## src/rtl/tlp_wr_sink_pkg.sv

```systemverilog
`default_nettype none
// ============================================================================
// Module : tlp_wr_sink_pkg
// Brief  : Shared types and constants for the TLP memory-write to AXI sink.
// Rev    : 1.0  initial release
// ============================================================================
package tlp_wr_sink_pkg;

    typedef enum logic [1:0] {
        ST_IDLE = 2'd0,
        ST_AW   = 2'd1,
        ST_W    = 2'd2,
        ST_B    = 2'd3
    } tlp_state_e;

    localparam int         FMT_WITH_DATA_BIT = 1;
    localparam logic [4:0] TYPE_MEM          = 5'b00000;
    localparam int         TLP_DATA_W        = 1024;
    localparam int         DW_W              = 32;

    // Index of the final beat for a payload of len DWs, dpb DWs per beat.
    function automatic logic [7:0] last_beat_idx(input logic [8:0] len, input int dpb);
        int n;
        n = (int'(len) + dpb - 1) / dpb;
        return 8'(n - 1);
    endfunction

endpackage
`default_nettype wire

```

## src/rtl/tlp_wr_strb_gen.sv

```systemverilog
`default_nettype none
// ============================================================================
// Module : tlp_wr_strb_gen
// Brief  : Byte strobes for beat k of a burst carrying i_len valid DWs.
// Rev    : 1.0  initial release
// ============================================================================
module tlp_wr_strb_gen
    import tlp_wr_sink_pkg::*;
#(
    parameter int BEAT_W = 128
) (
    input  logic [8:0]          i_len,
    input  logic [7:0]          i_beat,
    output logic [BEAT_W/8-1:0] o_strb
);

    localparam int c_DPB      = BEAT_W / DW_W;
    localparam int c_DW_BYTES = DW_W / 8;

    genvar d;
    generate
        for (d = 0; d < c_DPB; d++) begin : g_dw
            logic [15:0] w_dw_idx;
            assign w_dw_idx = 16'(i_beat) * 16'(c_DPB) + 16'(d);
            assign o_strb[d*c_DW_BYTES +: c_DW_BYTES] =
                (w_dw_idx < 16'(i_len)) ? {c_DW_BYTES{1'b1}} : {c_DW_BYTES{1'b0}};
        end
    endgenerate

endmodule
`default_nettype wire

```

## src/rtl/tlp_wr_sink.sv

```systemverilog
`default_nettype none
// ============================================================================
// Module : tlp_wr_sink
// Brief  : Turns received PCIe memory-write TLPs into single AXI write bursts.
//          Optional macro TLP_WR_SINK_STATS_EN adds drop_cnt_o.
// Rev    : 1.0  initial release
// ============================================================================
module tlp_wr_sink
    import tlp_wr_sink_pkg::*;
#(
    parameter int BEAT_W = 128,
    parameter int MAX_DW = 32
) (
    input  logic                  clk,
    input  logic                  rst,
    input  logic                  tlp_valid_i,
    output logic                  tlp_ready_o,
    input  logic [2:0]            tlp_fmt_i,
    input  logic [4:0]            tlp_type_i,
    input  logic [8:0]            tlp_length_i,
    input  logic [31:0]           tlp_addr_i,
    input  logic [TLP_DATA_W-1:0] tlp_data_i,
    output logic [31:0]           awaddr_o,
    output logic [7:0]            awlen_o,
    output logic                  awvalid_o,
    input  logic                  awready_i,
    output logic [BEAT_W-1:0]     wdata_o,
    output logic [BEAT_W/8-1:0]   wstrb_o,
    output logic                  wlast_o,
    output logic                  wvalid_o,
    input  logic                  wready_i,
    input  logic [1:0]            bresp_i,
    input  logic                  bvalid_i,
    output logic                  bready_o,
    output logic                  err_o
`ifdef TLP_WR_SINK_STATS_EN
    ,
    output logic [15:0]           drop_cnt_o
`endif
);

    localparam int c_DPB   = BEAT_W / DW_W;
    localparam int c_NB    = TLP_DATA_W / BEAT_W;
    localparam int c_IDX_W = (c_NB > 1) ? $clog2(c_NB) : 1;

    tlp_state_e                r_state;
    tlp_state_e                w_state_nxt;
    logic                      r_live;
    logic [31:0]               r_addr;
    logic [8:0]                r_len;
    logic [7:0]                r_last_beat;
    logic [7:0]                r_beat;
    logic [TLP_DATA_W-1:0]     r_data;
    logic                      r_err;

    logic                      w_is_wr;
    logic                      w_accept;
    logic                      w_drop;
    logic                      w_clamp;
    logic [8:0]                w_len_eff;
    logic                      w_final_beat;
    logic [BEAT_W/8-1:0]       w_strb;
    logic [BEAT_W-1:0]         w_beats [c_NB];
    logic                      w_unused_fmt;

    // Only fmt[1] (payload present) distinguishes a write from a read.
    assign w_unused_fmt = ^{tlp_fmt_i[2], tlp_fmt_i[0]};

    assign w_is_wr      = tlp_fmt_i[FMT_WITH_DATA_BIT] && (tlp_type_i == TYPE_MEM);
    assign w_accept     = tlp_valid_i && tlp_ready_o;
    assign w_drop       = w_accept && (!w_is_wr || (tlp_length_i == 9'd0));
    assign w_clamp      = tlp_length_i > 9'(MAX_DW);
    assign w_len_eff    = w_clamp ? 9'(MAX_DW) : tlp_length_i;
    assign w_final_beat = (r_beat == r_last_beat);

    always_comb begin
        w_state_nxt = r_state;
        tlp_ready_o = 1'b0;
        awvalid_o   = 1'b0;
        wvalid_o    = 1'b0;
        bready_o    = 1'b0;
        case (r_state)
            ST_IDLE: begin
                tlp_ready_o = r_live;
                if (w_accept && !w_drop) begin
                    w_state_nxt = ST_AW;
                end
            end
            ST_AW: begin
                awvalid_o = 1'b1;
                if (awready_i) begin
                    w_state_nxt = ST_W;
                end
            end
            ST_W: begin
                wvalid_o = 1'b1;
                if (wready_i && w_final_beat) begin
                    w_state_nxt = ST_B;
                end
            end
            ST_B: begin
                bready_o = 1'b1;
                if (bvalid_i) begin
                    w_state_nxt = ST_IDLE;
                end
            end
            default: w_state_nxt = ST_IDLE;
        endcase
    end

    always_ff @(posedge clk) begin
        if (rst) begin
            r_state     <= ST_IDLE;
            r_live      <= 1'b0;
            r_addr      <= '0;
            r_len       <= '0;
            r_last_beat <= '0;
            r_beat      <= '0;
            r_data      <= '0;
            r_err       <= 1'b0;
        end else begin
            r_state <= w_state_nxt;
            r_live  <= 1'b1;
            // Drops and clamped lengths both report one cycle after acceptance.
            r_err   <= w_accept && (w_drop || w_clamp);
            if (w_accept) begin
                r_addr      <= tlp_addr_i;
                r_len       <= w_len_eff;
                r_last_beat <= last_beat_idx(w_len_eff, c_DPB);
                r_data      <= tlp_data_i;
                r_beat      <= '0;
            end else if ((r_state == ST_W) && wready_i && !w_final_beat) begin
                r_beat <= r_beat + 8'd1;
            end
        end
    end

    genvar i;
    generate
        for (i = 0; i < c_NB; i++) begin : g_beat
            assign w_beats[i] = r_data[i*BEAT_W +: BEAT_W];
        end
    endgenerate

    tlp_wr_strb_gen #(
        .BEAT_W (BEAT_W)
    ) u_strb_gen (
        .i_len  (r_len),
        .i_beat (r_beat),
        .o_strb (w_strb)
    );

    // Payload outputs read as zero outside the state that presents them.
    assign awaddr_o = awvalid_o ? r_addr      : 32'd0;
    assign awlen_o  = awvalid_o ? r_last_beat : 8'd0;
    assign wdata_o  = wvalid_o  ? w_beats[r_beat[c_IDX_W-1:0]] : '0;
    assign wstrb_o  = wvalid_o  ? w_strb      : '0;
    assign wlast_o  = wvalid_o && w_final_beat;
    assign err_o    = r_err || (bready_o && bvalid_i && (bresp_i != 2'b00));

`ifdef TLP_WR_SINK_STATS_EN
    logic [15:0] r_drop_cnt;

    always_ff @(posedge clk) begin
        if (rst) begin
            r_drop_cnt <= '0;
        end else if (w_drop && (r_drop_cnt != 16'hFFFF)) begin
            r_drop_cnt <= r_drop_cnt + 16'd1;
        end
    end

    assign drop_cnt_o = r_drop_cnt;
`else
    // Build without drop statistics: no counter, same err_o behaviour.
`endif

endmodule
`default_nettype wire
```

## config.mk

```make
export PLATFORM = sky130hd
export DESIGN_NAME = tlp_wr_sink
export DESIGN_NICKNAME = d
export VERILOG_FILES = /design/src/rtl/tlp_wr_sink_pkg.sv /design/src/rtl/tlp_wr_strb_gen.sv /design/src/rtl/tlp_wr_sink.sv
export SDC_FILE = /design/constraint.sdc
export NUM_CORES = 2
export LEC_CHECK = 0
export ABC_CLOCK_PERIOD_IN_PS = 3000
export CAP_MARGIN = 40
export CORE_AREA = 2 2 494 496
export CTS_CLUSTER_DIAMETER = 60
export DETAILED_ROUTE_END_ITERATION = 7
export DIE_AREA = 0 0 496 498
export PLACE_DENSITY_LB_ADDON = 0.12
export SYNTH_ARGS = -nofsm -noshare
export SYNTH_HDL_FRONTEND = slang
export SYNTH_SLANG_ARGS = --single-unit
```

## constraint.sdc

```tcl
create_clock -name clk -period 3 [get_ports clk]
set_clock_uncertainty 0.2 [all_clocks]
set_input_delay 0.45 -clock clk [delete_from_list [all_inputs] [get_ports clk]]
set_output_delay 0.45 -clock clk [all_outputs]
set_load 0.1 [all_outputs]
```

==> metrics.md <==
| Metric | Value |
|---|---|
| Die area | 247000 µm² |
| Critical Path RT | 2350 ps |
| Sw Ratio | 0.2615 |
| Total CTS buffers | 157 |
| Slew headroom | 0.4759 |
| Post-Route Utilization | 0.3071 |
| Worst min path class | input port to register |
| # nets final | 6312 |
| Pwr/cell area | 559.2 nW/µm² |
| #FFs+latches synth | 1085 |
| Max FO, Critical Path | 65 |
| Mapped Area | 41310 µm² |
| WHS | 67.09 ps |
| DRC viols | 0 |
| Count of input and output buffers | 1268 |
| Final Hold Vio Count | 0 |
| Failing checks | setup timing |
| Clock Latency Late Sink | 790 ps |
| Syn_area_per_cell | 12.36 µm² |
| Top-area cell type share of the netlist area | 0.5258 |
| Internal | 30.67 mW |
| Crit path kind | register to primary output |
| Chip height | 498 µm |
| Clock-pin slew on the worst setup and hold paths | 60 ps |
| Die X | 496 µm |
| Std-Cell Core Area | 241900 µm² |
| Slew Viols, Final | 0 |
| Synth warn | 0 |
| Initial antenna violation count | 102 |
| Cell family with most CP delay | buffers and inverters |
| Lkg Pwr | 27.26 nW |
| Fin crit period | 3405 ps |
| Initial DRC Count | 1947 |
| Synth-to-layout area growth | 79.81% |
| NetSw | 10.86 mW |
| Synth area leaders | dfxtp_1 53%, a22o_1 22%, mux4_2 14% |
| Worst path cell trace | buf_12 -> nand2_2 -> a21oi_2 -> buf_12 |
| Most frequent CP cell | buf_12 |
| Worst Setup End Kind | primary output |
| Share of cells above drive strength 1 | 0.2253 |
| Vias | 36641 |
| Final-layout fill cell count | 24476 |
| Max_cap viols | 0 |
| CP peak stage delay | 520 ps |
| Slowest stage cell, crit path | dfxtp_4 |
| Largest net degree at the start of global routing | 116 |
| Routed Antenna Nets | 0 |
| Htree depth | 4 |
| Final GP Congestion | 0.8240 |
| Post-synth top flop | dfxtp_1 |
| Endpoints failing setup | 145 |
| Routed vias/inst | 4.259 |
| DP Wirelength | 163000 µm |
| Setup crit start kind | register |
| Clk pwr share | 0.469 |
| Synth unique cells | 43 |
| Clock sink count | 1085 |
| Mapped Nets | 4438 |
| First-pass GRT wire length | 303000 µm |
| RSZ-0062 raised after global routing | yes |
| Num ports | 1271 |
| Post-synth top area cell | dfxtp_1 |
| Site row count | 181 |
| CP Buf/Inv Count | 2 |
| Slew @ Worst Pin | 786.1 ps |
| Placed cells | 7594 |
| Final setup margin | -404.9 ps |
| Sequential-to-total area share from yosys stat | 0.5258 |
| Grt ovf | 0 |
| Peak supply drop | 0.0004730 V |
| Fmax | 293.7 MHz |
| Tot Pwr | 41.54 mW |
| Initial Util | 0.1708 |
| Post-synth EDFFs | 0 |
| CP arrival | 2750 ps |
| Logic pwr share | 0.138 |
| Non-Filler Instances | 8603 |
| Drt total wl | 222400 µm |
| Deepest clock path buffer count | 3 |
| Seq pwr share | 0.393 |
| CTS Root Cell | clkbuf_16 |
| Drt pass-1 iters | 5 |
| Period utilization | 1.135 |
| All-layer global routing usage | 0.1712 |
| Gate Count Post-Synth | 3342 |
| Number of global-route vias before repair | 38094 |
| Ys async rst share | 0 |
| WL/cell | 25.86 µm |
| Outcome | finished with violations |
| CTS tree | built |
Yosys cell counts, types with 13 or more instances:
cell / count
dfxtp_1: 1085
a22o_1: 1058
nand2_1: 281
mux4_2: 256
buf_2: 188
a21oi_1: 134
clkbuf_1: 120
and2_1: 41
buf_1: 31
inv_1: 18
nor2_1: 16
ha_1: 15
buf_4: 13
metal layers:
layer	global-route usage	wire length (µm)
met5	0	333
met4	0.03772	4823
met3	0.05343	16130
met2	0.2921	108200
met1	0.2090	92970
cell families (layout without fill, tap and decap cells):
kind of cell / after synthesis / after routing / share of synthesized area
DFF: 1085 / 1085 / 0.5258
xor gates and xnor gates: 18 / 18 / 0.003817
muxes: 258 / 258 / 0.1401
and+or+nand+nor: 368 / 368 / 0.03835
other: 0 / 58 / 0
AOI/OAI and AO/OA: 1225 / 1225 / 0.2461
buffers and inverters: 373 / 2374 / 0.04131
adders and majority gates: 15 / 15 / 0.004543
power by group through the flow:
stage	clock network [mW]	registers (mW)	logic, mW
after floorplan	0	16.3	2.50
after global placement	0	16.6	4.88
after detailed placement	0	16.6	4.89
after CTS	20.0	16.3	5.78
after global routing	20.6	16.4	6.13
final	19.5	16.3	5.74
metrics by stage:
stage	TNS (ps)	cell area [µm²]	setup WS (ps)
after floorplan	-786.8	41900	-364.2
after CTS	-61020	73640	-506.1
after detailed placement	0	60560	64.49
final	-42100	74280	-404.9
after global placement	0	60530	42.47
after global routing	-62790	74230	-492.3
sequential cells by signal, summed over array words and instances, names as in the netlist:
register     flops
r_addr          32
r_len            9
r_live           1
r_last_beat      8
r_data        1024
r_state          2
r_beat           8
r_err            1
cells in the final DEF (no fill, tap or decap), types with 87 or more instances in the layout:
| cell | count |
|---|---|
| a21oi_2 | 91 |
| nand2_2 | 126 |
| clkdlybuf4s50_1 | 1078 |
| mux4_2 | 256 |
| clkbuf_16 | 168 |
| dlygate4sd3_1 | 613 |
| dfxtp_1 | 1077 |
| a22o_1 | 1058 |
| buf_12 | 248 |
| nand2_1 | 142 |
| buf_4 | 87 |
timing repair:
item                                   in CTS  in global routing
hold buffers                              613                  0
buffers inserted                           34                  4
pin swaps                                  47                 41
cloned                                     11                  9
endpoints found under the hold margin     613                  0
setup endpoints to repair                 186                176
resized for setup                         190                102
final cells by class:
class,count,area (µm²),area share
tap,3202,4006,0.05394
timing repair buffer,2070,23560,0.3172
clock inverter,71,923.4,0.01243
inverter,18,92.59,0.001247
clock buffer,215,4539,0.06111
sequential,1085,21740,0.2927
multi-input combinational,1884,19270,0.2595
antenna,58,145.1,0.001954
worst paths after layout:
| kind | startpoint | endpoint | slack (ps) | cells past startpoint |
|---|---|---|---|---|
| max reg2reg | r_state[0] | r_data[442] | 470 | 8 |
| min reg2reg | r_len[8] | r_len[8] | 240 | 2 |
| max | r_beat[2] | wdata_o[69] | -400 | 4 |
| min | tlp_data_i[418] | r_data[418] | 70 | 2 |
Note: power is estimated with default switching activity, not from simulation.
